$ cat config.mk
export PLATFORM = sky130hd
export DESIGN_NAME = bus_unit
export DESIGN_NICKNAME = d
export VERILOG_FILES = /design/src/rtl/pine_bus_pkg.sv /design/src/rtl/bus_arb.sv /design/src/rtl/bus_unit.sv
export SDC_FILE = /design/constraint.sdc
export NUM_CORES = 1
export LEC_CHECK = 0
export CORE_UTILIZATION = 45
export DETAILED_ROUTE_END_ITERATION = 10
export PLACE_DENSITY = 0.82
export SYNTH_ARGS = -nofsm -noshare
export SYNTH_HDL_FRONTEND = slang
export SYNTH_HIERARCHICAL = 1
export SYNTH_SLANG_ARGS = --single-unit
$ cat constraint.sdc
create_clock -name clk -period 4.4 [get_ports clk]
set_clock_uncertainty 0.05 [all_clocks]
set_input_delay 1.32 -clock clk [delete_from_list [all_inputs] [get_ports clk]]
set_output_delay 1.32 -clock clk [all_outputs]
set_load 0.05 [all_outputs]
$ cat src/rtl/pine_bus_pkg.sv
// pine_bus_pkg: shared FSM states, port owner encoding and bus widths for bus_unit
package pine_bus_pkg;
  localparam int ADR_W = 20;
  localparam int DAT_W = 16;
  localparam int WS_DEF = 2;
  localparam int TMO_DEF = 255;
  typedef enum logic [1:0] {ST_IDLE, ST_ACCESS, ST_DONE} state_e;
  typedef enum logic {OWN_I, OWN_D} own_e;
endpackage

$ cat src/rtl/bus_arb.sv
// bus_arb: picks the fetch or data port for the next memory access
// ireq/dreq: pending requests; last: owner of the previous grant; grant: chosen port
module bus_arb
  import pine_bus_pkg::*;
(
  input  logic ireq,
  input  logic dreq,
  input  own_e last,
  output own_e grant
);
  // data normally wins; fetch wins a contention straight after a data grant
  assign grant = (dreq && !(ireq && last == OWN_D)) ? OWN_D : OWN_I;
endmodule

$ cat src/rtl/bus_unit.sv
// bus_unit: single-transaction memory bus shared by the fetch and data ports
// clk/rst: clock and synchronous active-high reset
// ireq/iadr -> iack/idata: fetch port; dreq/dwe/dadr/dwdata/dbe -> dack/drdata: data port
// berr: pulses with the ack of a timed-out access
// mem_*: external memory, mem_rdy completes an access once the wait states have elapsed
module bus_unit
  import pine_bus_pkg::*;
#(
  parameter int WS  = WS_DEF,
  parameter int TMO = TMO_DEF
) (
  input  logic             clk,
  input  logic             rst,
  input  logic             ireq,
  input  logic [ADR_W-1:0] iadr,
  output logic             iack,
  output logic [DAT_W-1:0] idata,
  input  logic             dreq,
  input  logic             dwe,
  input  logic [ADR_W-1:0] dadr,
  input  logic [DAT_W-1:0] dwdata,
  input  logic [1:0]       dbe,
  output logic             dack,
  output logic [DAT_W-1:0] drdata,
  output logic             berr,
  output logic [ADR_W-1:0] mem_adr,
  output logic [DAT_W-1:0] mem_dout,
  output logic             mem_cs,
  output logic             mem_we,
  output logic [1:0]       mem_be,
  input  logic [DAT_W-1:0] mem_din,
  input  logic             mem_rdy
);
  state_e state_q;
  own_e own_q, last_q, grant;
  logic [3:0] wait_q;
  logic [15:0] tmo_q;
  logic [ADR_W-1:0] mem_adr_q;
  logic [DAT_W-1:0] mem_dout_q, idata_q, drdata_q, rdata;
  logic [1:0] mem_be_q;
  logic mem_cs_q, mem_we_q, iack_q, dack_q, berr_q, fin, is_d, wr;
  bus_arb u_arb (
    .ireq  (ireq),
    .dreq  (dreq),
    .last  (last_q),
    .grant (grant)
  );
  assign is_d = grant == OWN_D;
  assign wr = is_d && dwe;
  // the access ends once wait states are spent and memory is ready or the timeout budget is used up
  assign fin = state_q == ST_ACCESS && wait_q == 4'd0 && (mem_rdy || tmo_q == 16'(TMO));
  assign rdata = mem_rdy ? mem_din : '0;
  always_ff @(posedge clk) begin
    if (rst) begin
      state_q <= ST_IDLE;
      own_q <= OWN_I;
      last_q <= OWN_I;
      wait_q <= '0;
      tmo_q <= '0;
      mem_adr_q <= '0;
      mem_dout_q <= '0;
      mem_be_q <= '0;
      mem_cs_q <= 1'b0;
      mem_we_q <= 1'b0;
      idata_q <= '0;
      drdata_q <= '0;
      iack_q <= 1'b0;
      dack_q <= 1'b0;
      berr_q <= 1'b0;
    end else begin
      iack_q <= 1'b0;
      dack_q <= 1'b0;
      berr_q <= 1'b0;
      unique case (state_q)
        ST_IDLE: if (ireq || dreq) begin
          state_q <= ST_ACCESS;
          own_q <= grant;
          last_q <= grant;
          mem_cs_q <= 1'b1;
          mem_we_q <= wr;
          mem_adr_q <= is_d ? dadr : iadr;
          mem_dout_q <= dwdata;
          mem_be_q <= wr ? dbe : 2'b11;
          wait_q <= 4'(WS);
          tmo_q <= '0;
        end
        ST_ACCESS: if (wait_q != 4'd0) begin
          wait_q <= wait_q - 4'd1;
        end else if (fin) begin
          state_q <= ST_DONE;
          mem_cs_q <= 1'b0;
          mem_we_q <= 1'b0;
          iack_q <= own_q == OWN_I;
          dack_q <= own_q == OWN_D;
          berr_q <= !mem_rdy;
          if (own_q == OWN_I) idata_q <= rdata;
          else if (!mem_we_q) drdata_q <= rdata;
        end else begin
          tmo_q <= tmo_q + 16'd1;
        end
        ST_DONE: state_q <= ST_IDLE;
        default: state_q <= ST_IDLE;
      endcase
    end
  end
  assign iack = iack_q;
  assign dack = dack_q;
  assign berr = berr_q;
  assign idata = idata_q;
  assign drdata = drdata_q;
  assign mem_adr = mem_adr_q;
  assign mem_dout = mem_dout_q;
  assign mem_be = mem_be_q;
  assign mem_cs = mem_cs_q;
  assign mem_we = mem_we_q;
endmodule

## After elaboration in Yosys (flattened, before gate mapping)

Cells that the tools add are included.

- Bits of input ports: 80
- Output and inout port bits: 75
- Register bits: 98
- Logic and storage cells: 70

- Reduce and logical (&&, ||, !) cells: 21
- Muxes and demuxes: 21
- Bitwise logic cells: 5
- Equal/unequal tests: 7
- $add $sub $neg: 2

Operators by type and width:

| operator | number |
|---|---|
| 16-bit two-way mux | 4 |
| 16-bit one-hot mux with 2 select lines | 1 |
| 20-bit two-way mux | 1 |
| 16-bit by 1-bit adder with 16-bit output, second input constant | 1 |
| 16-bit by 8-bit == test with 1-bit output, second input constant | 1 |
| 4-bit AND reduction | 3 |
| 2-bit two-way mux | 4 |
| 4-bit two-way mux | 2 |
| 2-bit inequality test, second input constant | 4 |
| 4-bit one-hot mux with 2 select lines | 1 |
| 3-bit AND reduction | 2 |
| 1-bit logical AND | 5 |
| 1-bit two-way mux | 5 |
| 1-bit NOT | 5 |
| 5-bit AND reduction | 1 |
| 4-bit zero test | 1 |
| 1-bit one-hot mux with 2 select lines | 2 |
| 2-bit one-hot mux with 2 select lines | 1 |
| 4-bit nonzero test | 1 |
| 4-bit OR reduction | 1 |
| 4-bit by 1-bit subtractor with 4-bit output, second input constant | 1 |
| 2-bit by 1-bit == test with 1-bit output, second input constant | 1 |
| 1-bit zero test | 2 |
| 2-bit zero test | 1 |
| 4 further kinds | 5 |

## Logic depth before layout (Yosys ltp)

Gate-level depths: netlist of the first run.

- Depth after elaboration: 7
- Gate-level depth with buffers: 8
- Depth with buffers taken out: 7

## Modules after synthesis

The synthesis of the first run kept the hierarchy.

By module, submodules not included:

| module | area each (um^2) | seq. area each (um^2) | times used | cells each |
|---|---|---|---|---|
| bus_unit | 3,926.3 | 1,961.9 | 1 | 437 |
| bus_arb | 11.3 | 0.0 | 1 | 1 |

## Worst setup path after synthesis of the first run

OpenSTA, ideal clock, no wires.

- Path kind: in2reg
- Start: in dreq
- End: reg mem_adr_q[10] (netlist: mem_adr[10])
- Arrival: 2.374 ns
- Stages on the path: 5
- Path buffers: 2
- Setup time: 0.137 ns
- Path slack: 1.839 ns
- Data required time: 4.213 ns
- Cell sequence: a21boi_2 -> clkbuf_1 -> clkbuf_1 -> mux2i_1 -> a211oi_1

- Word-level cells in the longest chain between the ends: 3
- Elaborated cells between the ends (all ways): 5
- Those cells by class: mux: 2; reduce/logical: 3

RTL lines:

| item | line | source |
|---|---|---|
| from (decl) | bus_unit.sv:18 | `input logic dreq,` |
| 1-bit logical AND | bus_arb.sv:12 | `assign grant = (dreq && !(ireq && last == OWN_D)) ? OWN_D : OWN_I;` |
| 1-bit two-way mux | bus_arb.sv:12 |  |
| 20-bit two-way mux | bus_unit.sv:81 | `mem_adr_q <= is_d ? dadr : iadr;` |
| to (signal assigned) | bus_unit.sv:81 |  |
| to (decl) | bus_unit.sv:38 | `logic [ADR_W-1:0] mem_adr_q;` |

Parallel ways exist; a longest one is shown, timed or not.
A chain may end at the register's enable or synchronous reset.

## Worst setup path after layout of the first run

- Start: reg mem_we_q (netlist: mem_we)
- End: out mem_we

RTL lines:

| item | line | source |
|---|---|---|
| from (decl) | bus_unit.sv:41 | `logic mem_cs_q, mem_we_q, iack_q, dack_q, berr_q, fin, is_d, wr;` |
| from (signal assigned) | bus_unit.sv:80 | `mem_we_q <= wr;` |
| to (decl) | bus_unit.sv:29 | `output logic mem_we,` |

No word-level cell between the ends.

==> run_results.csv, run 1 <==
group,metric,value,unit
run_status,outcome,"completed",
timing,fin_tns_setup,0,ns
timing,max_freq,330,MHz
global_routing,grt_max_degree,60,
critical_path,crit_required,3.03,ns
logic_synthesis,synth.avg_cell_area,8.99,um^2
power,power_leakage,2.13,nW
global_routing,grt_use_total,0.237,
timing,relSlewSlack,0.426,
logic_synthesis,synth_cell_types,44,
global_routing,antenna_found_initial,0,
clock_network,h-tree-depth,3,
timing,min_period,3.03,ns
timing,setup_ws,1.37,ns
finish,layout.nets,663,
drt,first_pass_iters,5,
critical_path,cp_max_fo,5,
clock_network,clk_pin_slew_worst_paths,0.09,ns
finish,n_fill_cell,647,
logic_synthesis,yosysSeqAreaShare,0.498,
critical_path,cp.buffers_inverters,1,
critical_path,crit_family,"buffers and inverters",
placement,pre_cts_ws,1.02,ns
logic_synthesis,synth_edf_count,0,
drt,num_vias,3765,
drt,routed_wl,10.6,mm
floorplanning,coreArea,8340,um^2
floorplanning,die_h,95.5,um
logic_synthesis,syn_nets,521,
clock_network,cts_buffers,9,
run,drv_cap,0,
floorplanning,die_area,9130,um^2
critical_path,slowest_delay,0.87,ns
floorplanning,io_pins,155,
logic_synthesis,synth.top_cell.area_share,0.498,
logic_synthesis,synth_area,3940,um^2
power,peakVddDrop,0.242,mV
timing,rsz0062_at_grt,"false",
finish,areaGrowthSynthToFinish,45.4,%
clock_network,post-cts-setup-buffers,0,
drt,drt_iter0_markers,292,
clock_network,postCtsResizedCells,0,
worst_hold_path,hp-class,"register to register",
power,powerDensity,378,nW/um^2
global_routing,grt_pass1_vias,3667,
finish,final_common_cell,"clkdlybuf4s50_1",
drt,drtAntennaViolNets,0,
global_routing,grt_pass1_wl,16.8,mm
timing,finalCritPeriodShare,0.690,
drt,wl_per_cell,15.3,um
finish,fin_area,5730,um^2
placement,post_dp_cell_area,5510,um^2
placement,place_hpwl,7.51,mm
clock_network,cts-root-buf,"clkbuf_8",
critical_path,cp.depth,1,
clock_network,hold_buffers,0,
critical_path,cpMaxStageDelayCell,"clkdlybuf4s50_1",
floorplanning,rows,33,
drt,routed_via_density,5.46,
critical_path,r2r_cells,6,
drt,drc_errors,0,
timing,worstMarginPinSlew,0.853,ns
placement,port_buffers,154,
logic_synthesis,syn_inst,438,
global_routing,grt_overflow,0,
logic_synthesis,yosysTopAreaCell,"dfxtp_1",
critical_path,crit_chain,"clkdlybuf4s50_1",
timing,finalHoldViolCount,0,
clock_network,clk_latency,0.36,ns
finish,drive_above_1_share,0.0564,
critical_path,critPathCaptureType,"output port",
logic_synthesis,synth_ff_type,"dfxtp_1",
logic_synthesis,synthArstFlopShare,0,
critical_path,arrival,1.66,ns
floorplanning,start_util,0.472,
finish,diodes,0,
logic_synthesis,ys_top_cells_by_area,"dfxtp_1 50%, nor2_1 6.8%, a22oi_1 6.1%",
critical_path,worstSetupPathType,"register to output port",
clock_network,cts_tree,"yes",
clock_network,cts_sinks,98,
finish,mostFrequentLayoutCells,"153 x clkdlybuf4s50_1, 98 x dfxtp_1, 71 x nor2_1, 51 x nand2_1, 32 x a22oi_1",
logic_synthesis,ys_warn_count,6,
worst_hold_path,hold_depth,2,
logic_synthesis,ys_seq_elements,98,
placement,place_congestion,0.837,
timing,setup_viol,0,
clock_network,cts_buffer_depth,2,
floorplanning,fp.dieW,95.5,um
timing,slew_viol_final,0,
critical_path,critPathLaunchType,"register",
[Yosys cell counts (5+ instances only)]
cell type / n
clkbuf_1: 21
a21oi_1: 24
nand4_1: 8
dfxtp_1: 98
a211oi_1: 20
inv_1: 5
o21ai_0: 24
mux2i_1: 20
nand2_1: 51
nor3_1: 12
a22oi_1: 32
nor2_1: 71
[cell type report]
class | count | area, um^2 | share of cell area
sequential | 98 | 1960 | 0.343
multi-input combinational | 307 | 1810 | 0.316
timing repair buffer | 159 | 1590 | 0.277
clock buffer | 10 | 138 | 0.0240
tap | 105 | 131 | 0.0229
clock inverter | 6 | 80.1 | 0.0140
inverter | 5 | 18.8 | 0.00328
[power by group]
group | total (mW) | internal [mW] | switching [mW]
logic | 0.560 | 0.217 | 0.343
registers | 0.979 | 0.943 | 0.0362
clock network | 0.625 | 0.292 | 0.333
[layer usage]
layer,vias to the layer above,part of all wire,track usage
met3,18,0.082,0.0686
met2,150,0.49,0.397
met4,0,0.018,0.0908
met1,1745,0.41,0.285
met5,-,0,0
li1,1852,-,-
[cell families (layout without fill, tap and decap cells)]
logic type	Yosys count	after routing	synth area share
muxes	20	20	0.0508
buffers and inverters	33	180	0.0432
AOI/OAI and AO/OA	118	118	0.202
adders and majority gates	3	3	0.00953
and+or+nand+nor	164	164	0.191
DFF	98	98	0.498
xor gates and xnor gates	2	2	0.00445
[worst paths after layout]
kind | startpoint | endpoint | slack [ns]
max | mem_we | mem_we | 1.37
min | mem_dout[2] | mem_dout[2] | 0.41
max reg2reg | tmo_q[0] | drdata[10] | 1.80
min reg2reg | mem_dout[2] | mem_dout[2] | 0.41
[registers in the layout (all words and copies together) (netlist names), 2 cells and up]
signal / cells
state_q: 2
tmo_q: 16
mem_adr: 20
drdata: 16
mem_be: 2
mem_dout: 16
idata: 16
wait_q: 4
[metrics by stage]
stage / total power [mW] / utilization / instances / hold WS [ns]
after floorplan: 1.34 / - / 438 / 0.389
after global placement: 1.55 / 0.661 / 674 / 0.392
after detailed placement: 1.56 / 0.661 / 674 / 0.401
after CTS: 2.18 / 0.687 / 690 / 0.413
after global routing: 2.25 / 0.687 / 690 / 0.437
final: 2.16 / 0.687 / 690 / 0.410
Power figures use the tool's default switching activity.
==> inputs of run 2 (changes only) <==
--- a/config.mk
+++ b/config.mk
@@ -5,9 +5,9 @@
 export SDC_FILE = /design/constraint.sdc
 export NUM_CORES = 1
 export LEC_CHECK = 0
-export CORE_UTILIZATION = 45
+export CORE_UTILIZATION = 39
 export DETAILED_ROUTE_END_ITERATION = 10
-export PLACE_DENSITY = 0.82
+export PLACE_DENSITY = 0.76
 export SYNTH_ARGS = -nofsm -noshare
 export SYNTH_HDL_FRONTEND = slang
 export SYNTH_HIERARCHICAL = 1
==> constraint.sdc (replaced) <==
create_clock -name clk -period 2.73 [get_ports clk]
set_clock_uncertainty 0.05 [all_clocks]
set_input_delay 0.819 -clock clk [delete_from_list [all_inputs] [get_ports clk]]
set_output_delay 0.819 -clock clk [all_outputs]
set_load 0.05 [all_outputs]
==> run 2 against run 1 <==
- final cell count rose by 4.8%
- clock power increased by 60%
- core utilization down 9.1 points
- final area rose by 1.7%
- highest routed layer unchanged
- critical path type unchanged
- power is 61% higher
- sequential power increased by 60%
- first-iteration DRC count down 47%
- via count fell by 1.5%
- routed wire length decreased by 2.8%
==> run_results.csv, run 2 (synthesis gave the netlist of run 1 again) <==
group,metric,value,unit
floorplanning,die_h,102,um
global_routing,grt_max_degree,83,
power,swShare,0.332,
drt,first_pass_iters,4,
worst_hold_path,min_to,"mem_dout[15]",
finish,largest_reg_flops,20,
timing,slew_viol_final,0,
run_status,outcome,"completed",
power,power_frac_seq,0.451,
timing,fin_tns_setup,0,ns
drt,drt_iter0_markers,155,
floorplanning,coreArea,9770,um^2
critical_path,cp.buffers_inverters,1,
power,comb_power_share,0.262,
worst_hold_path,hold_depth,2,
critical_path,crit_chain,"clkdlybuf4s50_1",
critical_path,cp_max_fo,5,
global_routing,grt_use_total,0.199,
finish,areaGrowthSynthToFinish,47.9,%
power,switchingPower,1.16,mW
clock_network,clk_pin_slew_worst_paths,0.10,ns
timing,max_freq,395,MHz
critical_path,slowest_delay,0.85,ns
clock_network,cts_tree,"yes",
power,powerDensity,599,nW/um^2
run,drv_cap,0,
power,power_leakage,2.16,nW
critical_path,r2r_cells,6,
clock_network,post-cts-setup-buffers,0,
clock_network,cts_buffer_depth,2,
timing,setup_viol,0,
drt,wl_per_cell,14.2,um
critical_path,timing.rr.start,"tmo_q[0]",
timing,relSlewSlack,0.526,
critical_path,crit_required,1.86,ns
placement,place_hpwl,7.25,mm
floorplanning,die_area,10500,um^2
drt,drc_errors,0,
drt,num_vias,3707,
clock_network,cts_buffers,9,
finish,diodes,0,
placement,place_congestion,0.786,
floorplanning,start_util,0.403,
critical_path,critPathCaptureType,"output port",
drt,routed_via_density,5.13,
finish,layout.nets,668,
global_routing,grt_pass1_vias,3574,
critical_path,worstSetupPathType,"register to output port",
worst_hold_path,min_from,"mem_dout[15]",
critical_path,arrival,1.67,ns
clock_network,postCtsResizedCells,0,
power,peakVddDrop,0.362,mV
power,cell_internal_pwr,2.33,mW
floorplanning,rows,36,
drt,drtAntennaViolNets,0,
finish,mostFrequentLayoutCells,"153 x clkdlybuf4s50_1, 98 x dfxtp_1, 71 x nor2_1, 51 x nand2_1, 32 x a22oi_1",
critical_path,r2r_slack,0.26,ns
clock_network,hold_buffers,0,
global_routing,antenna_found_initial,0,
timing,worstMarginPinSlew,0.709,ns
timing,finalHoldViolCount,0,
finish,final_common_cell,"clkdlybuf4s50_1",
finish,n_fill_cell,877,
global_routing,grt_overflow,0,
placement,post_dp_cell_area,5610,um^2
critical_path,cpMaxStageDelayCell,"clkdlybuf4s50_1",
critical_path,reg2reg_to,"drdata[7]",
clock_network,cts-root-buf,"clkbuf_8",
timing,finalCritPeriodShare,0.928,
critical_path,critPathLaunchType,"register",
power,clockPowerShare,0.286,
worst_hold_path,hp-class,"register to register",
drt,routed_wl,10.3,mm
clock_network,h-tree-depth,3,
placement,port_buffers,154,
finish,drive_above_1_share,0.0644,
critical_path,crit_family,"buffers and inverters",
floorplanning,io_pins,155,
floorplanning,fp.dieW,102,um
timing,min_period,2.53,ns
timing,rsz0062_at_grt,"false",
clock_network,cts_sinks,98,
global_routing,grt_pass1_wl,16.4,mm
clock_network,clk_latency,0.37,ns
finish,fin_area,5820,um^2
## run 2: worst max path at each step
stage | slack [ns] | from | to | cells past startpoint
after floorplan | 0.56 | tmo_q[0] | drdata[10] | 7
after global placement | 0.26 | mem_rdy | tmo_q[14] | 5
after detailed placement | 0.21 | ireq | tmo_q[10] | 6
after CTS | 0.19 | mem_we | mem_we | 1
after global routing | 0.04 | tmo_q[0] | drdata[7] | 6
final | 0.20 | mem_we | mem_we | 1
## run 2: area by class of cell
| type | instances | area, um^2 | area share |
|---|---|---|---|
| Multi-Input combinational cell | 307 | 1810 | 0.311 |
| Inverter | 5 | 18.8 | 0.00322 |
| Sequential cell | 98 | 1960 | 0.337 |
| Clock buffer | 9 | 124 | 0.0213 |
| Tap cell | 133 | 166 | 0.0286 |
| Timing Repair Buffer | 164 | 1650 | 0.283 |
| Clock inverter | 7 | 91.3 | 0.0157 |
## run 2: power groups by stage
stage / logic (mW) / registers (mW) / clock network [mW]
after global placement: 0.904 / 1.60 / 0
after global routing: 0.976 / 1.59 / 1.08
after floorplan: 0.289 / 1.88 / 0
after detailed placement: 0.918 / 1.61 / 0
after CTS: 0.921 / 1.57 / 1.02
final: 0.915 / 1.57 / 0.998
## run 2: layer usage
layer	global-route usage	routed length, um	part of all wire
met3	0.0773	849	0.083
met2	0.332	4930	0.48
met1	0.236	4330	0.42
met5	0	0	0
met4	0.0615	150	0.015
## run 2: per-stage QoR
step                total power [mW]  hold WS, ns  worst slack, ns  std cells   util
floorplan                       2.17        0.389            0.563        438      -
global placement                2.51        0.393            0.258        707  0.574
detailed placement              2.52        0.396            0.206        707  0.574
CTS                             3.52        0.410            0.187        723  0.596
global route                    3.64        0.427           0.0370        723  0.596
finish                          3.49        0.410            0.196        723  0.596
